**src/rtl/fp_mul_pkg.sv**
```systemverilog
// rtl/fp_mul_pkg.sv - shared binary32 field layout, constants and requester id type
package fp_mul_pkg;

  localparam int FP_W     = 32;
  localparam int EXP_W    = 8;
  localparam int MAN_W    = 23;
  localparam int EXP_BIAS = 127;
  localparam logic [FP_W-1:0] QNAN = 32'h7FC00000;

  typedef struct packed {
    logic             sign;
    logic [EXP_W-1:0] exp;
    logic [MAN_W-1:0] man;
  } fp32_t;

  typedef logic req_id_t;

endpackage

```
**src/rtl/FP_Multiplier_Single_Hybrid_Booth.sv**
```systemverilog
// rtl/FP_Multiplier_Single_Hybrid_Booth.sv - combinational binary32 multiplier core, round-to-nearest-even
module FP_Multiplier_Single_Hybrid_Booth (
  input  logic [31:0] a,
  input  logic [31:0] b,
  output logic [31:0] p
);
  import fp_mul_pkg::*;

  fp32_t              fa, fb;
  logic               sign;
  logic [23:0]        ma, mb;
  logic [47:0]        prod;
  logic signed [9:0]  e;
  logic [22:0]        mant;
  logic               g, st;
  logic [23:0]        rnd;

  assign fa   = a;
  assign fb   = b;
  assign sign = fa.sign ^ fb.sign;
  // Hidden bit is only present for normal operands; denormals fall out as near-zero products.
  assign ma   = {|fa.exp, fa.man};
  assign mb   = {|fb.exp, fb.man};
  assign prod = ma * mb;

  // Normalise the 48-bit product, round to nearest even, then saturate to inf or flush to zero.
  always_comb begin
    e = 10'(fa.exp) + 10'(fb.exp) - 10'(EXP_BIAS);
    if (prod[47]) begin
      mant = prod[46:24];
      g    = prod[23];
      st   = |prod[22:0];
      e    = e + 10'sd1;
    end else begin
      mant = prod[45:23];
      g    = prod[22];
      st   = |prod[21:0];
    end
    rnd = {1'b0, mant} + {23'd0, g & (st | mant[0])};
    if (rnd[23]) e = e + 10'sd1;
    if (prod == 48'd0 || e <= 10'sd0) p = {sign, 31'd0};
    else if (e >= 10'sd255)           p = {sign, 8'hFF, 23'd0};
    else                              p = {sign, e[7:0], rnd[22:0]};
  end

endmodule

```
**src/rtl/fp_mul_special_case.sv**
```systemverilog
// rtl/fp_mul_special_case.sv - classifies operands and overrides the core product for NaN/Inf/zero
module fp_mul_special_case (
  input  logic [31:0] a,
  input  logic [31:0] b,
  input  logic [31:0] core_p,
  output logic [31:0] p
);
  import fp_mul_pkg::*;

  fp32_t fa, fb;
  logic  sign;
  logic  a_nan, b_nan, a_inf, b_inf, a_zero, b_zero;

  assign fa     = a;
  assign fb     = b;
  assign sign   = fa.sign ^ fb.sign;
  assign a_nan  = (&fa.exp) && (|fa.man);
  assign b_nan  = (&fb.exp) && (|fb.man);
  assign a_inf  = (&fa.exp) && !(|fa.man);
  assign b_inf  = (&fb.exp) && !(|fb.man);
  // Denormals are treated as zero, so Inf x denormal also yields NaN.
  assign a_zero = !(|fa.exp);
  assign b_zero = !(|fb.exp);

  // Priority: NaN sources first, then infinities, then zeros, else trust the core.
  always_comb begin
    if (a_nan || b_nan || (a_inf && b_zero) || (b_inf && a_zero))
      p = QNAN;
    else if (a_inf || b_inf)
      p = {sign, {EXP_W{1'b1}}, {MAN_W{1'b0}}};
    else if (a_zero || b_zero)
      p = {sign, {(EXP_W+MAN_W){1'b0}}};
    else
      p = core_p;
  end

endmodule

```
**src/rtl/fp_mul_arbiter.sv**
```systemverilog
// rtl/fp_mul_arbiter.sv - round-robin sharing of one binary32 multiplier, two-stage pipeline (FPMUL_SPECIAL_CASE_EN adds special-operand override)
module fp_mul_arbiter #(
  parameter int FP_W = 32
) (
  input  logic            clk,
  input  logic            rst_n,
  input  logic            req0_valid,
  output logic            req0_ready,
  input  logic [FP_W-1:0] req0_a,
  input  logic [FP_W-1:0] req0_b,
  input  logic            req1_valid,
  output logic            req1_ready,
  input  logic [FP_W-1:0] req1_a,
  input  logic [FP_W-1:0] req1_b,
  output logic            out_valid,
  input  logic            out_ready,
  output logic            out_id,
  output logic [FP_W-1:0] out_p
);
  import fp_mul_pkg::*;

  logic            s1_valid;
  req_id_t         s1_id;
  logic [FP_W-1:0] s1_a, s1_b;
  logic            prio;
  logic            adv, grant0, grant1;
  logic [FP_W-1:0] core_p, s2_load;

  // Whole pipeline moves together whenever the output slot is free or being drained.
  assign adv    = !out_valid || out_ready;
  assign grant0 = req0_valid && (!req1_valid || !prio);
  assign grant1 = req1_valid && (!req0_valid || prio);
  assign req0_ready = rst_n && adv && grant0;
  assign req1_ready = rst_n && adv && grant1;

  FP_Multiplier_Single_Hybrid_Booth u_core (
    .a (s1_a),
    .b (s1_b),
    .p (core_p)
  );

`ifdef FPMUL_SPECIAL_CASE_EN
  fp_mul_special_case u_special (
    .a      (s1_a),
    .b      (s1_b),
    .core_p (core_p),
    .p      (s2_load)
  );
`else
  assign s2_load = core_p;
`endif

  // Operand stage, result stage and round-robin pointer all update on the shared advance.
  always_ff @(posedge clk) begin
    if (!rst_n) begin
      s1_valid  <= 1'b0;
      s1_id     <= 1'b0;
      s1_a      <= '0;
      s1_b      <= '0;
      out_valid <= 1'b0;
      out_id    <= 1'b0;
      out_p     <= '0;
      prio      <= 1'b0;
    end else if (adv) begin
      s1_valid  <= grant0 || grant1;
      s1_id     <= grant1;
      s1_a      <= grant1 ? req1_a : req0_a;
      s1_b      <= grant1 ? req1_b : req0_b;
      out_valid <= s1_valid;
      out_id    <= s1_id;
      out_p     <= s2_load;
      if (grant0 || grant1) prio <= grant0;
    end
  end

endmodule

```
**config.mk**
```make
export PLATFORM = sky130hd
export DESIGN_NAME = fp_mul_arbiter
export DESIGN_NICKNAME = d
export VERILOG_FILES = /design/src/rtl/fp_mul_pkg.sv /design/src/rtl/FP_Multiplier_Single_Hybrid_Booth.sv /design/src/rtl/fp_mul_special_case.sv /design/src/rtl/fp_mul_arbiter.sv
export SDC_FILE = /design/constraint.sdc
export NUM_CORES = 2
export LEC_CHECK = 0
export ABC_AREA = 1
export CAP_MARGIN = 20
export CELL_PAD_IN_SITES_DETAIL_PLACEMENT = 0
export CELL_PAD_IN_SITES_GLOBAL_PLACEMENT = 1
export CORE_MARGIN = 2
export CORE_UTILIZATION = 46
export CTS_BUF_LIST = sky130_fd_sc_hd__clkbuf_2
export CTS_CLUSTER_DIAMETER = 150
export DETAILED_ROUTE_END_ITERATION = 16
export HOLD_SLACK_MARGIN = 0.08
export PLACE_DENSITY_LB_ADDON = 0.1
export SYNTH_ARGS = -nofsm -noshare
export SYNTH_HDL_FRONTEND = slang
export SYNTH_HIERARCHICAL = 1
export SYNTH_SLANG_ARGS = --single-unit
```
**constraint.sdc**
```tcl
create_clock -name clk -period 12.6 [get_ports clk]
set_clock_uncertainty 0.15 [all_clocks]
set_input_delay 2.52 -clock clk [delete_from_list [all_inputs] [get_ports clk]]
set_output_delay 2.52 -clock clk [all_outputs]
set_load 0.05 [all_outputs]
```
==> metrics.md <==
| Metric | Value |
|---|---|
| First-pass GRT wire length | `136400 um` |
| CTS H-Tree Depth | `3` |
| Starting Density | `46.48%` |
| Most used cell, CP | `nand2_1` |
| Max-cap violation count | `0` |
| Max-slew headroom | `25.61%` |
| Clk pin slew, worst setup/hold paths | `0.30 ns` |
| Commonest non-fill, non-tap cell in the layout | `nand2_1` |
| Final GP Congestion | `0.9175` |
| Layout Nets | `4979` |
| Dominant cell type by area after synthesis | `fa_1` |
| CTS tree | `built` |
| Worst path required time | `12.99 ns` |
| Post-DR vias/cell | `4.872` |
| Synthesis-stage register bit count | `101` |
| Unique cell type count in the Yosys netlist | `48` |
| Syn avg cell area | `6.858 um2` |
| Row cnt | `90` |
| First-pass DRT Iterations | `5` |
| Crit path to | `out_p[2]` |
| Reg2reg end | `out_p[2]` |
| Worst Tran Pin Value | `1.112 ns` |
| WL per Instance | `16.99 um` |
| Initial antenna violation count | `2` |
| DR vias | `24159` |
| Final worst path period share | `81.28%` |
| Seq/Total Area, Yosys | `7.207%` |
| Area contributors post-synth | `fa_1 (34%), nand2_1 (19%), inv_1 (14%)` |
| CTS sink count | `101` |
| Die footprint | `62980 um2` |
| Max-slew violations | `0` |
| Outcome | `complete, no violations` |
| Post-CTS setup buffers | `0` |
| Initial drt markers | `1675` |
| Io pins | `169` |
| TritonCTS buffer count | `9` |
| CP Max Fanout | `46` |
| Synth warn | `6` |
| Clock root buffer master | `clkbuf_2` |
| Share of post-route cells with drive strength above 1 | `4.192%` |
| DP HPWL | `67850 um` |
| Fraction of registers with async set/reset | `0%` |
| Worst EP arrival | `10.63 ns` |
| Residual DRC | `0` |
| Worst Reg2Reg Path Length in Cells | `44` |
| Worst hold path class | `register to register` |
| Fin crit period | `10.24 ns` |
| Clock Tree Buf Depth | `2` |
| Overflow after GRT | `0` |
| Largest net degree at the start of global routing | `99` |
| Placed cell areas | `30320 um2` |
| Post-CTS Resized | `0` |
| Area Growth Syn to Fin | `8.451%` |
| CTS Hold Bufs | `0` |
| CP Launch Type | `register` |
| GRT Resource Usage Total | `27.57%` |
| Final WL | `84260 um` |
| Die H | `251.0 um` |
| Fillers | `6315` |
| Netlist Area Pre-Place | `28050 um2` |
| Mapped Cells | `4091` |
| Synth top area share | `34.47%` |
| Die width | `251.0 um` |
| Most frequent cells in the layout | `nand2_1 (1410), inv_1 (1082), fa_1 (483)` |
| Utilization after layout | `50.41%` |
| Syn_nets | `4899` |
| Final Setup Violations | `0` |
| Ys flop type | `dfxtp_1` |
| I/O Buffers | `168` |
| Achievable frequency | `97.64 MHz` |
| Worst-Skew Late Latency | `0.62 ns` |
| Post-route ant nets | `0` |
| R2R setup slack | `2.36 ns` |
| Worst flop-to-flop path startpoint | `s1_b[29]` |
| Crit path launch | `s1_b[29]` |
| Slowest-stage cell, CP | `nor2_1` |
| Total Neg Setup Slack | `0 ns` |
| Final Cell Area | `30430 um2` |
| Final Hold Violating Endpoints | `0` |
| Core area | `60360 um2` |
| Max stage delay on crit path | `0.86 ns` |
| Critical path class | `register to register` |
| RSZ-0062 raised after global routing | `no` |
| Endpoint class of the critical path | `register` |
| Number of flops mapped to enable cells by yosys | `0` |
| Vias in the first global route | `24564` |
final cells by class:
type                    instances  area (um2)  share of cell area [%]
repair buffers                219        2059                   6.769
well taps                     782       978.4                   3.216
diodes                          2       5.005                 0.01645
inverters                    1096        4114                   13.52
multi-input cells            2744       21140                   69.49
flip-flops and latches        101        2023                   6.650
clock buffers                   9       45.04                  0.1480
clock inverters                 6       57.56                  0.1892
worst min path at each step:
stage,depth (start not counted),end,slack (ns),start
CTS,2,out_id,0.32,out_id
detailed placement,2,out_p[11],0.29,out_p[11]
global route,2,out_p[26],0.33,out_p[26]
finish,2,out_p[30],0.32,out_p[30]
floorplan,2,out_id,0.27,s1_id
global placement,2,out_p[26],0.29,out_p[26]
synthesized netlist by cell type, types with 25 or more instances:
master / instances
a21oi_1: 42
buf_2: 25
clkbuf_1: 98
dfxtp_1: 101
fa_1: 483
ha_1: 192
inv_1: 1082
nand2_1: 1412
nand2_2: 28
nand3_1: 226
nand4_1: 35
nor2_1: 149
nor2_4: 32
xor2_1: 38
worst max-delay path: cells and delay by family, from the launching register on:
kind | cells | cell delay, ns
DFF | 1 | 0.39
adders and majority gates | 8 | 3.68
buffers and inverters | 7 | 0.96
and+or+nand+nor | 29 | 4.99
routing by layer:
layer / share of wire (%) / track usage, % / vias up
met4: 0.94 / 2.976 / 0
met5: 0 / 0 / -
li1: - / - / 11868
met3: 5.2 / 3.034 / 50
met2: 48 / 47.18 / 525
met1: 46 / 38.93 / 11716
per-stage QoR:
step                      instances  hold slack (ns)  setup WS, ns
after floorplan                4091           0.2691         4.078
after global placement         4942           0.2885         2.550
after detailed placement       4942           0.2924         2.477
after CTS                      4957           0.3230         2.419
after global routing           4959           0.3287         1.577
final                          4959           0.3212         2.358
logic make-up (layout without fill, tap and decap cells):
logic type	Yosys count	count (layout)	synth area share (%)
AND/OR/NAND/NOR	1940	1940	29.21
buffers and inverters	1246	1330	17.45
adder cells (fa/ha/maj)	675	675	43.03
AO/OA/AOI/OAI	83	83	1.673
XOR/XNOR	46	46	1.436
flip-flops	101	101	7.207
other	0	2	0
flip-flops by register name, summed over array words and instances (netlist names):
| register | flops |
|---|---|
| s1_b | 32 |
| out_id | 1 |
| s1_id | 1 |
| s1_valid | 1 |
| s1_a | 32 |
| out_valid | 1 |
| out_p | 32 |
| prio | 1 |
Power is not shown: default switching activity piles up to over one toggle a cycle in this logic, so the estimate is an artifact.
